$ cat src/rtl/aap_writeback_pkg.sv
// Shared AAP writeback definitions: halted processor-state code and the
// load-tracker FSM encodings.
package aap_writeback_pkg;

  localparam logic [2:0] STATE_HALTED = 3'd2;

  typedef enum logic [1:0] {
    WB_IDLE = 2'd0,
    WB_WAIT = 2'd1,
    WB_HELD = 2'd2
  } wb_fsm_t;

endpackage

$ cat src/rtl/aap_wb_load_tracker.sv
// Tracks the single outstanding load: waits for memory data, parks it while
// halted, and abandons it after LOAD_TIMEOUT cycles without data.
module aap_wb_load_tracker
  import aap_writeback_pkg::*;
#(
  parameter int LOAD_TIMEOUT = 16
) (
  input  logic        clk,
  input  logic        rst,
  input  logic        halted,
  input  logic        issue,
  input  logic [5:0]  issue_num,
  input  logic        mem_rvalid,
  input  logic [15:0] mem_rdata,
  output logic        busy,
  output logic        ld_req,
  output logic [5:0]  ld_num,
  output logic [15:0] ld_data,
  output logic        load_err,
  output wb_fsm_t     fsm
);

  localparam logic [7:0] TMO = 8'(LOAD_TIMEOUT);

  logic [7:0]  cnt;
  logic [5:0]  pend_num;
  logic [15:0] held_data;

  assign busy    = (fsm != WB_IDLE);
  // Once the counter has hit the limit the load is dead; late data is dropped.
  assign ld_req  = ((fsm == WB_WAIT) && mem_rvalid && !halted && (cnt != TMO)) ||
                   ((fsm == WB_HELD) && !halted);
  assign ld_num  = pend_num;
  assign ld_data = (fsm == WB_HELD) ? held_data : mem_rdata;

  always_ff @(posedge clk or posedge rst) begin
    if (rst) begin
      fsm       <= WB_IDLE;
      cnt       <= 8'd0;
      pend_num  <= 6'd0;
      held_data <= 16'd0;
      load_err  <= 1'b0;
    end else begin
      load_err <= 1'b0;
      case (fsm)
        WB_IDLE: begin
          if (issue) begin
            pend_num <= issue_num;
            cnt      <= 8'd0;
            fsm      <= WB_WAIT;
          end
        end
        WB_WAIT: begin
          if (cnt == TMO) begin
            fsm <= WB_IDLE;
          end else if (mem_rvalid) begin
            if (halted) begin
              held_data <= mem_rdata;
              fsm       <= WB_HELD;
            end else begin
              fsm <= WB_IDLE;
            end
          end else begin
            cnt <= cnt + 8'd1;
            if (cnt + 8'd1 == TMO) load_err <= 1'b1;
          end
        end
        WB_HELD: begin
          if (!halted) fsm <= WB_IDLE;
        end
        default: fsm <= WB_IDLE;
      endcase
    end
  end

endmodule

$ cat src/rtl/aap_writeback.sv
// AAP writeback stage: accepts completed instructions, resolves write-port
// collisions (d > b > a) and registers the register-file write ports.
module aap_writeback
  import aap_writeback_pkg::*;
#(
  parameter int LOAD_TIMEOUT = 16
) (
  input  logic        clk,
  input  logic        rst,
  input  logic [2:0]  state,
  input  logic        ex_valid,
  output logic        ex_stall,
  input  logic        ex_a_we,
  input  logic        ex_b_we,
  input  logic        ex_d_we,
  input  logic [5:0]  ex_a_num,
  input  logic [5:0]  ex_b_num,
  input  logic [5:0]  ex_d_num,
  input  logic [15:0] ex_a_data,
  input  logic [15:0] ex_b_data,
  input  logic [15:0] ex_d_data,
  input  logic        ex_load,
  input  logic        mem_rvalid,
  input  logic [15:0] mem_rdata,
  output logic [5:0]  rega_wregnum,
  output logic [5:0]  regb_wregnum,
  output logic [5:0]  regd_wregnum,
  output logic [15:0] rega_wdata,
  output logic [15:0] regb_wdata,
  output logic [15:0] regd_wdata,
  output logic        rega_we,
  output logic        regb_we,
  output logic        regd_we,
  output logic        load_err
);

  logic        halted, accept, issue;
  logic        keep_a, keep_b;
  logic        busy, ld_req;
  logic [5:0]  ld_num;
  logic [15:0] ld_data;
  wb_fsm_t     load_fsm;

  // Handshake: execute holds ex_* stable while ex_stall is high; a transfer
  // happens in exactly the cycles where ex_valid is high and ex_stall is low.
  assign halted   = (state == STATE_HALTED);
  assign ex_stall = busy || halted;
  assign accept   = ex_valid && !ex_stall;
  assign issue    = accept && ex_load && ex_d_we;

  // A pending-load destination still claims port d for masking purposes.
  assign keep_b = ex_b_we && !(ex_d_we && (ex_d_num == ex_b_num));
  assign keep_a = ex_a_we && !(ex_b_we && (ex_b_num == ex_a_num)) &&
                  !(ex_d_we && (ex_d_num == ex_a_num));

  aap_wb_load_tracker #(.LOAD_TIMEOUT(LOAD_TIMEOUT)) u_tracker (
    .clk        (clk),
    .rst        (rst),
    .halted     (halted),
    .issue      (issue),
    .issue_num  (ex_d_num),
    .mem_rvalid (mem_rvalid),
    .mem_rdata  (mem_rdata),
    .busy       (busy),
    .ld_req     (ld_req),
    .ld_num     (ld_num),
    .ld_data    (ld_data),
    .load_err   (load_err),
    .fsm        (load_fsm)
  );

  always_ff @(posedge clk or posedge rst) begin
    if (rst) begin
      rega_we      <= 1'b0;
      regb_we      <= 1'b0;
      regd_we      <= 1'b0;
      rega_wregnum <= 6'd0;
      regb_wregnum <= 6'd0;
      regd_wregnum <= 6'd0;
      rega_wdata   <= 16'd0;
      regb_wdata   <= 16'd0;
      regd_wdata   <= 16'd0;
    end else begin
      rega_we <= 1'b0;
      regb_we <= 1'b0;
      regd_we <= 1'b0;
      if (accept && keep_a) begin
        rega_we      <= 1'b1;
        rega_wregnum <= ex_a_num;
        rega_wdata   <= ex_a_data;
      end
      if (accept && keep_b) begin
        regb_we      <= 1'b1;
        regb_wregnum <= ex_b_num;
        regb_wdata   <= ex_b_data;
      end
      // ld_req only occurs while busy, so it never coincides with an accept.
      if (ld_req) begin
        regd_we      <= 1'b1;
        regd_wregnum <= ld_num;
        regd_wdata   <= ld_data;
      end else if (accept && ex_d_we && !ex_load) begin
        regd_we      <= 1'b1;
        regd_wregnum <= ex_d_num;
        regd_wdata   <= ex_d_data;
      end
    end
  end

endmodule

$ cat config.mk
export PLATFORM = sky130hd
export DESIGN_NAME = aap_writeback
export DESIGN_NICKNAME = d
export VERILOG_FILES = /design/src/rtl/aap_writeback_pkg.sv /design/src/rtl/aap_wb_load_tracker.sv /design/src/rtl/aap_writeback.sv
export SDC_FILE = /design/constraint.sdc
export NUM_CORES = 1
export LEC_CHECK = 0
export ABC_AREA = 1
export BUFFER_PORTS_ARGS = -buffer_cell sky130_fd_sc_hd__buf_2
export CAP_MARGIN = 0
export CORE_UTILIZATION = 40
export CTS_BUF_LIST = sky130_fd_sc_hd__clkbuf_8 sky130_fd_sc_hd__clkbuf_16
export DETAILED_ROUTE_END_ITERATION = 8
export GPL_TIMING_DRIVEN = 0
export MAX_ROUTING_LAYER = met4
export PLACE_DENSITY = 0.65
export SLEW_MARGIN = 20
export SYNTH_ARGS = -nofsm -noshare
export SYNTH_HDL_FRONTEND = slang
export SYNTH_SLANG_ARGS = --single-unit
$ cat constraint.sdc
create_clock -name clk -period 3.15 [get_ports clk]
set_input_delay 0.1575 -clock clk [delete_from_list [all_inputs] [get_ports clk]]
set_output_delay 0.1575 -clock clk [all_outputs]
set_load 0.1 [all_outputs]
==> results of run 1 <==
## critical path: cells and delay by family, from the launching register on
family / cells / cell delay, ns
buffers and inverters: 1 / 0.28
AND/OR/NAND/NOR: 6 / 1.02
flip-flops: 1 / 0.42
## cell usage after synthesis (all sizes together)
| cell | n |
|---|---|
| a21oi | 20 |
| buf | 24 |
| clkbuf | 8 |
| clkinv | 1 |
| dfrtp | 102 |
| ha | 3 |
| inv | 54 |
| nand2 | 270 |
| nand3 | 107 |
| nand3b | 7 |
| nand4 | 2 |
| nor2 | 40 |
| nor3 | 3 |
| o21ai | 27 |
| xnor2 | 3 |
| xor2 | 5 |
## placed cells by master (no fill, tap or decap), types with 5 or more instances in the layout
cell type	instances
clkbuf_1	8
dfrtp_1	102
nand2_1	265
nor2_1	40
buf_2	181
nand2_2	5
o21ai_0	26
a21oi_1	20
xor2_1	5
nand3b_1	5
nand3_1	106
inv_1	49
clkbuf_16	9
## repair_timing
item / in CTS / in global routing
hold buffers: 1 / 0
buffers inserted: 0 / 0
hold endpoints to repair: 29 / 0
## cell type report
type	instances	share of cell area
buffer	32	0.0266
clock buffer	11	0.0389
clock inverter	5	0.0125
inverter	55	0.0327
multi-input combinational	487	0.333
sequential	102	0.393
tap	168	0.0323
timing repair buffer	165	0.131
## through the flow
step	instances	area, um^2
after CTS	1025	6500
after global routing	1025	6500
after global placement	1007	6120
after detailed placement	1008	6160
after floorplan	676	5100
final	1025	6500
## cells by family after synthesis
kind of cell	after synthesis
compound gates	47
xor+xnor	8
fa+ha+maj	3
buf+inv	87
flops	102
simple gates	429
## final timing paths
| kind | end | slack, ns | cells past startpoint |
|---|---|---|---|
| max in group asynchronous | u_tracker.held_data[11] | 2.16 | 4 |
| max reg2reg | regd_wdata[8] | 1.31 | 7 |
| min | regb_wdata[4] | 0.03 | 3 |
| max | regd_wdata[8] | 1.31 | 7 |
| min reg2reg | regb_wdata[8] | 0.47 | 2 |
| min in group asynchronous | rega_wdata[14] | 0.33 | 3 |
## state kept, by name, indices dropped and copies added, names as in the netlist, 2 cells and up
register / count
u_tracker.held_data: 16
regd_wregnum: 6
regb_wdata: 16
regd_wdata: 16
rega_wdata: 16
u_tracker.cnt: 8
regb_wregnum: 6
u_tracker.ld_num: 6
u_tracker.fsm: 2
rega_wregnum: 6
## power by group
group | total [mW] | internal, mW | switching [mW]
sequential | 1.69 | 1.56 | 0.127
combinational | 2.22 | 0.355 | 1.87
clock | 1.23 | 0.740 | 0.491
## per-layer routing
metal | GRT usage | vias to the layer above | wire length (um)
met4 | 0.113 | 0 | 424
met5 | - | - | 0
met1 | 0.292 | 2244 | 6250
met2 | 0.322 | 128 | 6050
met3 | 0.0316 | 27 | 635
li1 | - | 2494 | -
==> summary.md, run 1 <==
| Metric | Value |
|---|---|
| Layout cells sized above 1 | `0.257` |
| Total Wirelength | `13400 um` |
| Antenna viol nets, final | `0` |
| CTS Buffer Depth | `2` |
| Crit path max-delay cell type | `dfrtp_1` |
| Die Wd | `115 um` |
| DP HPWL | `10200 um` |
| IO Pins | `164` |
| Cells along the critical path | `nor2_1 -> nand3_1 -> nor2_1 -> nand2_1 -> clkbuf_1 -> nand3_1 -> nand2_1` |
| Worst Setup SP | `u_tracker.fsm[1]` |
| Fin util | `0.532` |
| Clock latency at the later pin of the worst-skew pair | `0.35 ns` |
| Maximum vdd drop | `0.442 mV` |
| Post-CTS Resized | `0` |
| First-pass GRT wire length | `21700 um` |
| Max-slew headroom | `0.667` |
| Distinct cells, synth | `25` |
| Syn nets | `772` |
| Post-Synth XOR/XNOR Area | `0.0137` |
| CP max FO | `10` |
| WP data arrival | `2.08 ns` |
| Top-area cell type share of the netlist area | `0.501` |
| Clk sink count | `102` |
| Storage element area | `0.00255 mm^2` |
| RSZ-0062 raised after global routing | `false` |
| Final Power | `5.15 mW` |
| Slew Viols, Final | `0` |
| Worst Skew | `0.00996 ns` |
| Final Hold Viols | `0` |
| Die Footprint | `0.0132 mm^2` |
| Kind of critical path | `reg2reg` |
| Vias | `4893` |
| Fillers | `1220` |
| CTS tree | `done` |
| Register area share after synthesis | `0.501` |
| First-iteration detailed-routing DRC count | `302` |
| Routability cong. | `0.906` |
| Setup ws final | `1.31 ns` |
| Initial core utilization | `0.418` |
| Delay of the slowest critical-path stage | `0.42 ns` |
| Synth top area cells | `dfrtp_1 50%, nand2_1 20%, nand3_1 10%` |
| Status | `finished, final reports clean` |
| Worst slack, placed | `1.34 ns` |
| Simple-Gate Fraction of Synth Area | `0.358` |
| Actual slew at the worst max-slew pin | `0.503 ns` |
| Final #Nets | `948` |
| Mean area per synthesized cell | `7.54 um^2` |
| Drt pass-1 iters | `4` |
| IO Port Bufs | `163` |
| Synthesized flop and latch total | `102` |
| Worst R2R Start | `u_tracker.fsm[1]` |
| N_diodes | `0` |
| CTS Root Buffer Type | `clkbuf_16` |
| Fin Hold WS | `0.0301 ns` |
| Synth Instances | `676` |
| Adder-Cell Fraction of Synth Area | `0.00736` |
| Combinational family with the most area after synthesis | `simple AND/OR/NAND/NOR gates` |
| Setup_tns | `0 ns` |
| FP Rows | `40` |
| Num CTS Buffers | `9` |
| Final period util | `0.585` |
| H-tree levels | `3` |
| Post-layout min period | `1.84 ns` |
| Synth area leader | `dfrtp_1` |
| Worst Path Required | `3.39 ns` |
| Largest net degree at the start of global routing | `74` |
| Max-cap violations | `0` |
| Setup violators final | `0` |
| Mux cell area share after synthesis | `0` |
| Pwr per Cell Area | `791 mW/mm^2` |
| Yosys Warn Count | `0` |
| Synth Area in Compound Gates | `0.0461` |
| Area of the multi-input gates | `0.00217 mm^2` |
| Crit. End Element | `flop` |
| Grt total ovfl | `0` |
| Initial antenna violation count | `0` |
| HP Class | `in2reg` |
| Vias in the first global route | `4537` |
| Clock transition at path regs | `0.07 ns` |
| WL per Instance | `13.0 um` |
| Core Region | `0.0122 mm^2` |
| Max Fclk | `543 MHz` |
| Leak Pwr | `3.79 nW` |
| Synthesized area | `0.00510 mm^2` |
| Total track usage | `0.218` |
| Drt drc | `0` |
| Crit path launch type | `flop` |
| Number of vias per cell | `4.77` |
| Vert. Die Dim | `115 um` |
| P&R area growth vs syn | `27.5%` |
| Hold Startpoint | `ex_b_data[4]` |
(Power assumes the default switching activity.)
==> inputs of run 2 (changes only) <==
--- a/config.mk
+++ b/config.mk
@@ -5,7 +5,7 @@
 export SDC_FILE = /design/constraint.sdc
 export NUM_CORES = 1
 export LEC_CHECK = 0
-export ABC_AREA = 1
+export ABC_AREA = 0
 export BUFFER_PORTS_ARGS = -buffer_cell sky130_fd_sc_hd__buf_2
 export CAP_MARGIN = 0
 export CORE_UTILIZATION = 40
@@ -13,7 +13,7 @@
 export DETAILED_ROUTE_END_ITERATION = 8
 export GPL_TIMING_DRIVEN = 0
 export MAX_ROUTING_LAYER = met4
-export PLACE_DENSITY = 0.65
+export PLACE_DENSITY = 0.66
 export SLEW_MARGIN = 20
 export SYNTH_ARGS = -nofsm -noshare
 export SYNTH_HDL_FRONTEND = slang
==> constraint.sdc (replaced) <==
create_clock -name clk -period 1.75 [get_ports clk]
set_input_delay 0.0875 -clock clk [delete_from_list [all_inputs] [get_ports clk]]
set_output_delay 0.0875 -clock clk [all_outputs]
set_load 0.1 [all_outputs]
==> run 2 against run 1 <==
  * The run now ends with setup timing left
  * Total power up 110%
  * Maximum frequency decreased by 0.28%
  * Sequential share of layout area down 4.9 points
  * Clock skew decreased by 0.0045 ns
  * Combinational power rose by 130%
  * Sequential power is 92% higher
  * Wire length up 3.9%
  * Non-clock buffer count rose by 76
  * Clock power is 100% higher
  * Design area increased by 14%
  * Register-to-register slack worse by 1.4 ns
  * Hold slack got worse by 0.0028 ns
  * Critical endpoint is now regd_wdata[6]
==> summary.md, run 2 <==
| Metric | Value |
|---|---|
| Cells along the critical path | `inv_2 -> ha_4 -> nor4b_4 -> a211oi_2 -> o21ai_4 -> buf_6 -> buf_6 -> a211oi_2 -> a31oi_1` |
| Total Wirelength | `13900 um (+3.9%)` |
| Synth top cells by count | `102 x dfrtp_1, 65 x mux2_2, 54 x nand2_1` |
| Mean area per synthesized cell | `11.9 um^2 (+58%)` |
| Post-layout min period | `1.85 ns (+0.00525 ns)` |
| Drt pass-1 iters | `4 (unchanged)` |
| Dominant synthesized flop cell | `dfrtp_1` |
| Post-layout instance area | `0.00743 mm^2 (+14%)` |
| Initial antenna violation count | `1 (+1)` |
| WHS Endpoint | `regd_wdata[12]` |
| Die Wd | `110 um (-4.5%)` |
| WL per Instance | `17.4 um (+33%)` |
| Distinct cells, synth | `44 (+76%)` |
| Clock transition at path regs | `0.07 ns (about the same)` |
| Largest net degree at the start of global routing | `30 (-59%)` |
| CTS Root Buffer Type | `clkbuf_16` |
| Met2 GRT Util | `0.389 (+0.0674)` |
| Number of vias per cell | `5.13 (+7.5%)` |
| Vias in the first global route | `4279 (-5.7%)` |
| Storage element area | `0.00256 mm^2 (+0.15%)` |
| Post-synth ARST share | `1.00 (unchanged)` |
| Synth area leader | `dfrtp_1` |
| WP data arrival | `2.11 ns (+0.03 ns)` |
| First-iteration detailed-routing DRC count | `158 (-48%)` |
| Number of flops mapped to enable cells by yosys | `0 (unchanged)` |
| HP Class | `in2reg` |
| Max Fclk | `541 MHz (-0.28%)` |
| Met1 Usage GRT | `0.273 (-0.0185)` |
| Failing checks | `setup timing` |
| First-pass GRT wire length | `20600 um (-5.3%)` |
| Delay of the slowest critical-path stage | `0.41 ns (about the same)` |
| Slew Viols, Final | `0 (unchanged)` |
| Most frequent cells in the layout | `167 x buf_2, 99 x dfrtp_1, 64 x dlygate4sd3_1, 52 x nand2_1, 48 x mux2_4` |
| Initial core utilization | `0.419 (+0.00184)` |
| Grt total ovfl | `0 (unchanged)` |
| Fillers | `795 (-35%)` |
| Core Region | `0.0111 mm^2 (-9.3%)` |
| Hold Startpoint | `ex_d_data[12]` |
| CP max FO | `5 (-5)` |
| Syn nets | `485 (-37%)` |
| Adder-Cell Fraction of Synth Area | `0.00808 (+0.000718)` |
| Most common cell after layout, fill and taps aside | `buf_2` |
| CTS tree | `done` |
| Register area share after synthesis | `0.549 (+0.0488)` |
| Status | `complete, but fails checks` |
| Reg2Reg Depth | `9 (+2)` |
| Post-Synth XOR/XNOR Area | `0.0358 (+0.0221)` |
| Hold path cells | `3 (unchanged)` |
| Fin Hold WS | `0.0273 ns (-0.00283 ns)` |
| Clk sink count | `102 (unchanged)` |
| Max-cap violations | `0 (unchanged)` |
| M3 GR Usage | `0.0616 (+0.0300)` |
| Post-DP Area | `0.00573 mm^2 (-7.0%)` |
| IO Pins | `164 (unchanged)` |
| Global route hottest layer | `met2` |
| Worst Skew | `0.00548 ns (-0.00448 ns)` |
| Synthesized area | `0.00465 mm^2 (-8.9%)` |
| Yosys Warn Count | `0 (unchanged)` |
| Leak Pwr | `3.51 nW (-7.2%)` |
| RSZ-0062 raised after global routing | `true` |
| Top-area cell type share of the netlist area | `0.549 (+0.0488)` |
| Synth Area in Compound Gates | `0.0929 (+0.0468)` |
| Final #Nets | `749 (-21%)` |
| Die Footprint | `0.0120 mm^2 (-8.7%)` |
| Antenna viol nets, final | `0 (unchanged)` |
| Synthesized flop and latch total | `102 (unchanged)` |
| DP HPWL | `8550 um (-17%)` |
| Layout cells sized above 1 | `0.508 (+0.251)` |
| Num CTS Buffers | `9 (unchanged)` |
| Setup ws final | `-0.0979 ns (-1.41 ns)` |
| Area of the multi-input gates | `0.00233 mm^2 (+7.6%)` |
| Crit path max-delay cell type | `dfrtp_2` |
| Worst R2R Start | `u_tracker.cnt[1]` |
| Combinational family with the most area after synthesis | `multiplexers` |
| H-tree levels | `3 (unchanged)` |
| Simple-Gate Fraction of Synth Area | `0.121 (-0.236)` |
| P&R area growth vs syn | `60.0%` |
| Crit path launch type | `flop` |
| Kind of critical path | `reg2reg` |
| Final period util | `1.06 (+0.471)` |
| Clock latency at the later pin of the worst-skew pair | `0.35 ns (about the same)` |
| Mux cell area share after synthesis | `0.164 (+0.164)` |
| Worst flop-to-flop path endpoint | `regd_wdata[6]` |
| Vias | `4101 (-16%)` |
| Routability cong. | `0.823 (-9.2%)` |
| Most common cell in the netlist | `dfrtp_1` |
| Drt drc | `0 (unchanged)` |
| Pwr per Cell Area | `1480 mW/mm^2 (+86%)` |
| IO Port Bufs | `163 (unchanged)` |
| Maximum vdd drop | `1.14 mV (+160%)` |
| FP Rows | `38 (-5.0%)` |
| Total track usage | `0.235 (+0.0163)` |
| Crit. End Element | `flop` |
| Final Hold Viols | `0 (unchanged)` |
| Setup violators final | `34 (+34)` |
| Synth top area cells | `dfrtp_1 55%, mux2_2 16%, nand2_1 4.4%` |
| Max-slew headroom | `0.602 (-0.0653)` |
| Reg-to-reg setup timing slack | `-0.1 ns (-1.41 ns)` |
| Actual slew at the worst max-slew pin | `0.596 ns (+0.0932 ns)` |
| CTS Buffer Depth | `2 (unchanged)` |
| Synth Instances | `389 (-42%)` |
| Vert. Die Dim | `110 um (-4.5%)` |
| Worst Path Required | `2.01 ns (-1.38 ns)` |
run 2: changes by cell type in the layout (fill, tap and decap cells not counted), sizes merged, moves of 18 or more:
cell,change
a21oi,-19
a31oi,+21
dlygate4sd3,+63
inv,-47
mux2,+66
nand2,-216
nand3,-102
nor2,-26
o21ai,-18
run 2: worst max-delay path by stage:
stage / startpoint / to / slack (ns) / cells after the start
after floorplan: u_tracker.cnt[0] / u_tracker.held_data[15] / -0.16 / 6
after global placement: u_tracker.cnt[0] / u_tracker.held_data[3] / -0.37 / 6
after detailed placement: u_tracker.cnt[0] / u_tracker.held_data[3] / -0.44 / 6
after CTS: u_tracker.cnt[0] / regd_wdata[2] / -0.11 / 9
after global routing: u_tracker.cnt[1] / regd_wregnum[2] / -0.17 / 9
final: u_tracker.cnt[1] / regd_wdata[6] / -0.1 / 9
run 2: cell families after synthesis:
group,count (synthesis)
and+or+nand+nor,112
DFF,102
muxes,68
AOI/OAI and AO/OA,59
buffers and inverters,26
xor gates and xnor gates,19
adders and majority gates,3
run 2: what timing repair did:
| item | in CTS | in global routing |
|---|---|---|
| pin swaps | 13 | 24 |
| cloned | 4 | 2 |
| setup buffers | 13 | 6 |
| hold buffers | 64 | 0 |
| endpoints found under the setup margin | 91 | 79 |
| resized for setup | 49 | 85 |
| endpoints found under the hold margin | 86 | 0 |
run 2: through the flow:
step                instances  setup WS, ns  utilization  power [mW]  TNS [ns]
global route              799        -0.172        0.671        11.3     -6.25
finish                    799       -0.0979        0.671        11.0     -1.58
CTS                       790        -0.107        0.634        10.7     -2.96
detailed placement        695        -0.443        0.517        7.96    -24.21
floorplan                 389        -0.164            -        7.12     -1.69
global placement          692        -0.373        0.512        7.88    -48.21
run 2: final cells by class:
cell class	count	area share
Antenna cell	1	0.000337
Buffer	18	0.0231
Clock buffer	10	0.0321
Clock inverter	6	0.0189
Inverter	6	0.00353
Multi-Input combinational cell	261	0.314
Sequential cell	102	0.344
Tap cell	140	0.0236
Timing Repair Buffer	255	0.241
run 2: where the power goes:
part | switching [mW] | internal, mW
Combinational | 3.97 | 1.24
Sequential | 0.335 | 2.92
Clock | 0.914 | 1.60
Total | 5.22 | 5.75
run 2: critical path: cells and delay by family (launching register included):
kind	cells	cell delay [ns]
AOI/OAI and AO/OA	4	0.56
DFF	1	0.41
buffers and inverters	3	0.34
and+or+nand+nor	1	0.33
adders and majority gates	1	0.12
run 2: routing by layer:
metal  wire (um)  vias to the layer above
met4         299                        0
met1        5900                     2005
met2        6860                      158
met5           0                        -
li1            -                     1909
met3         830                       29
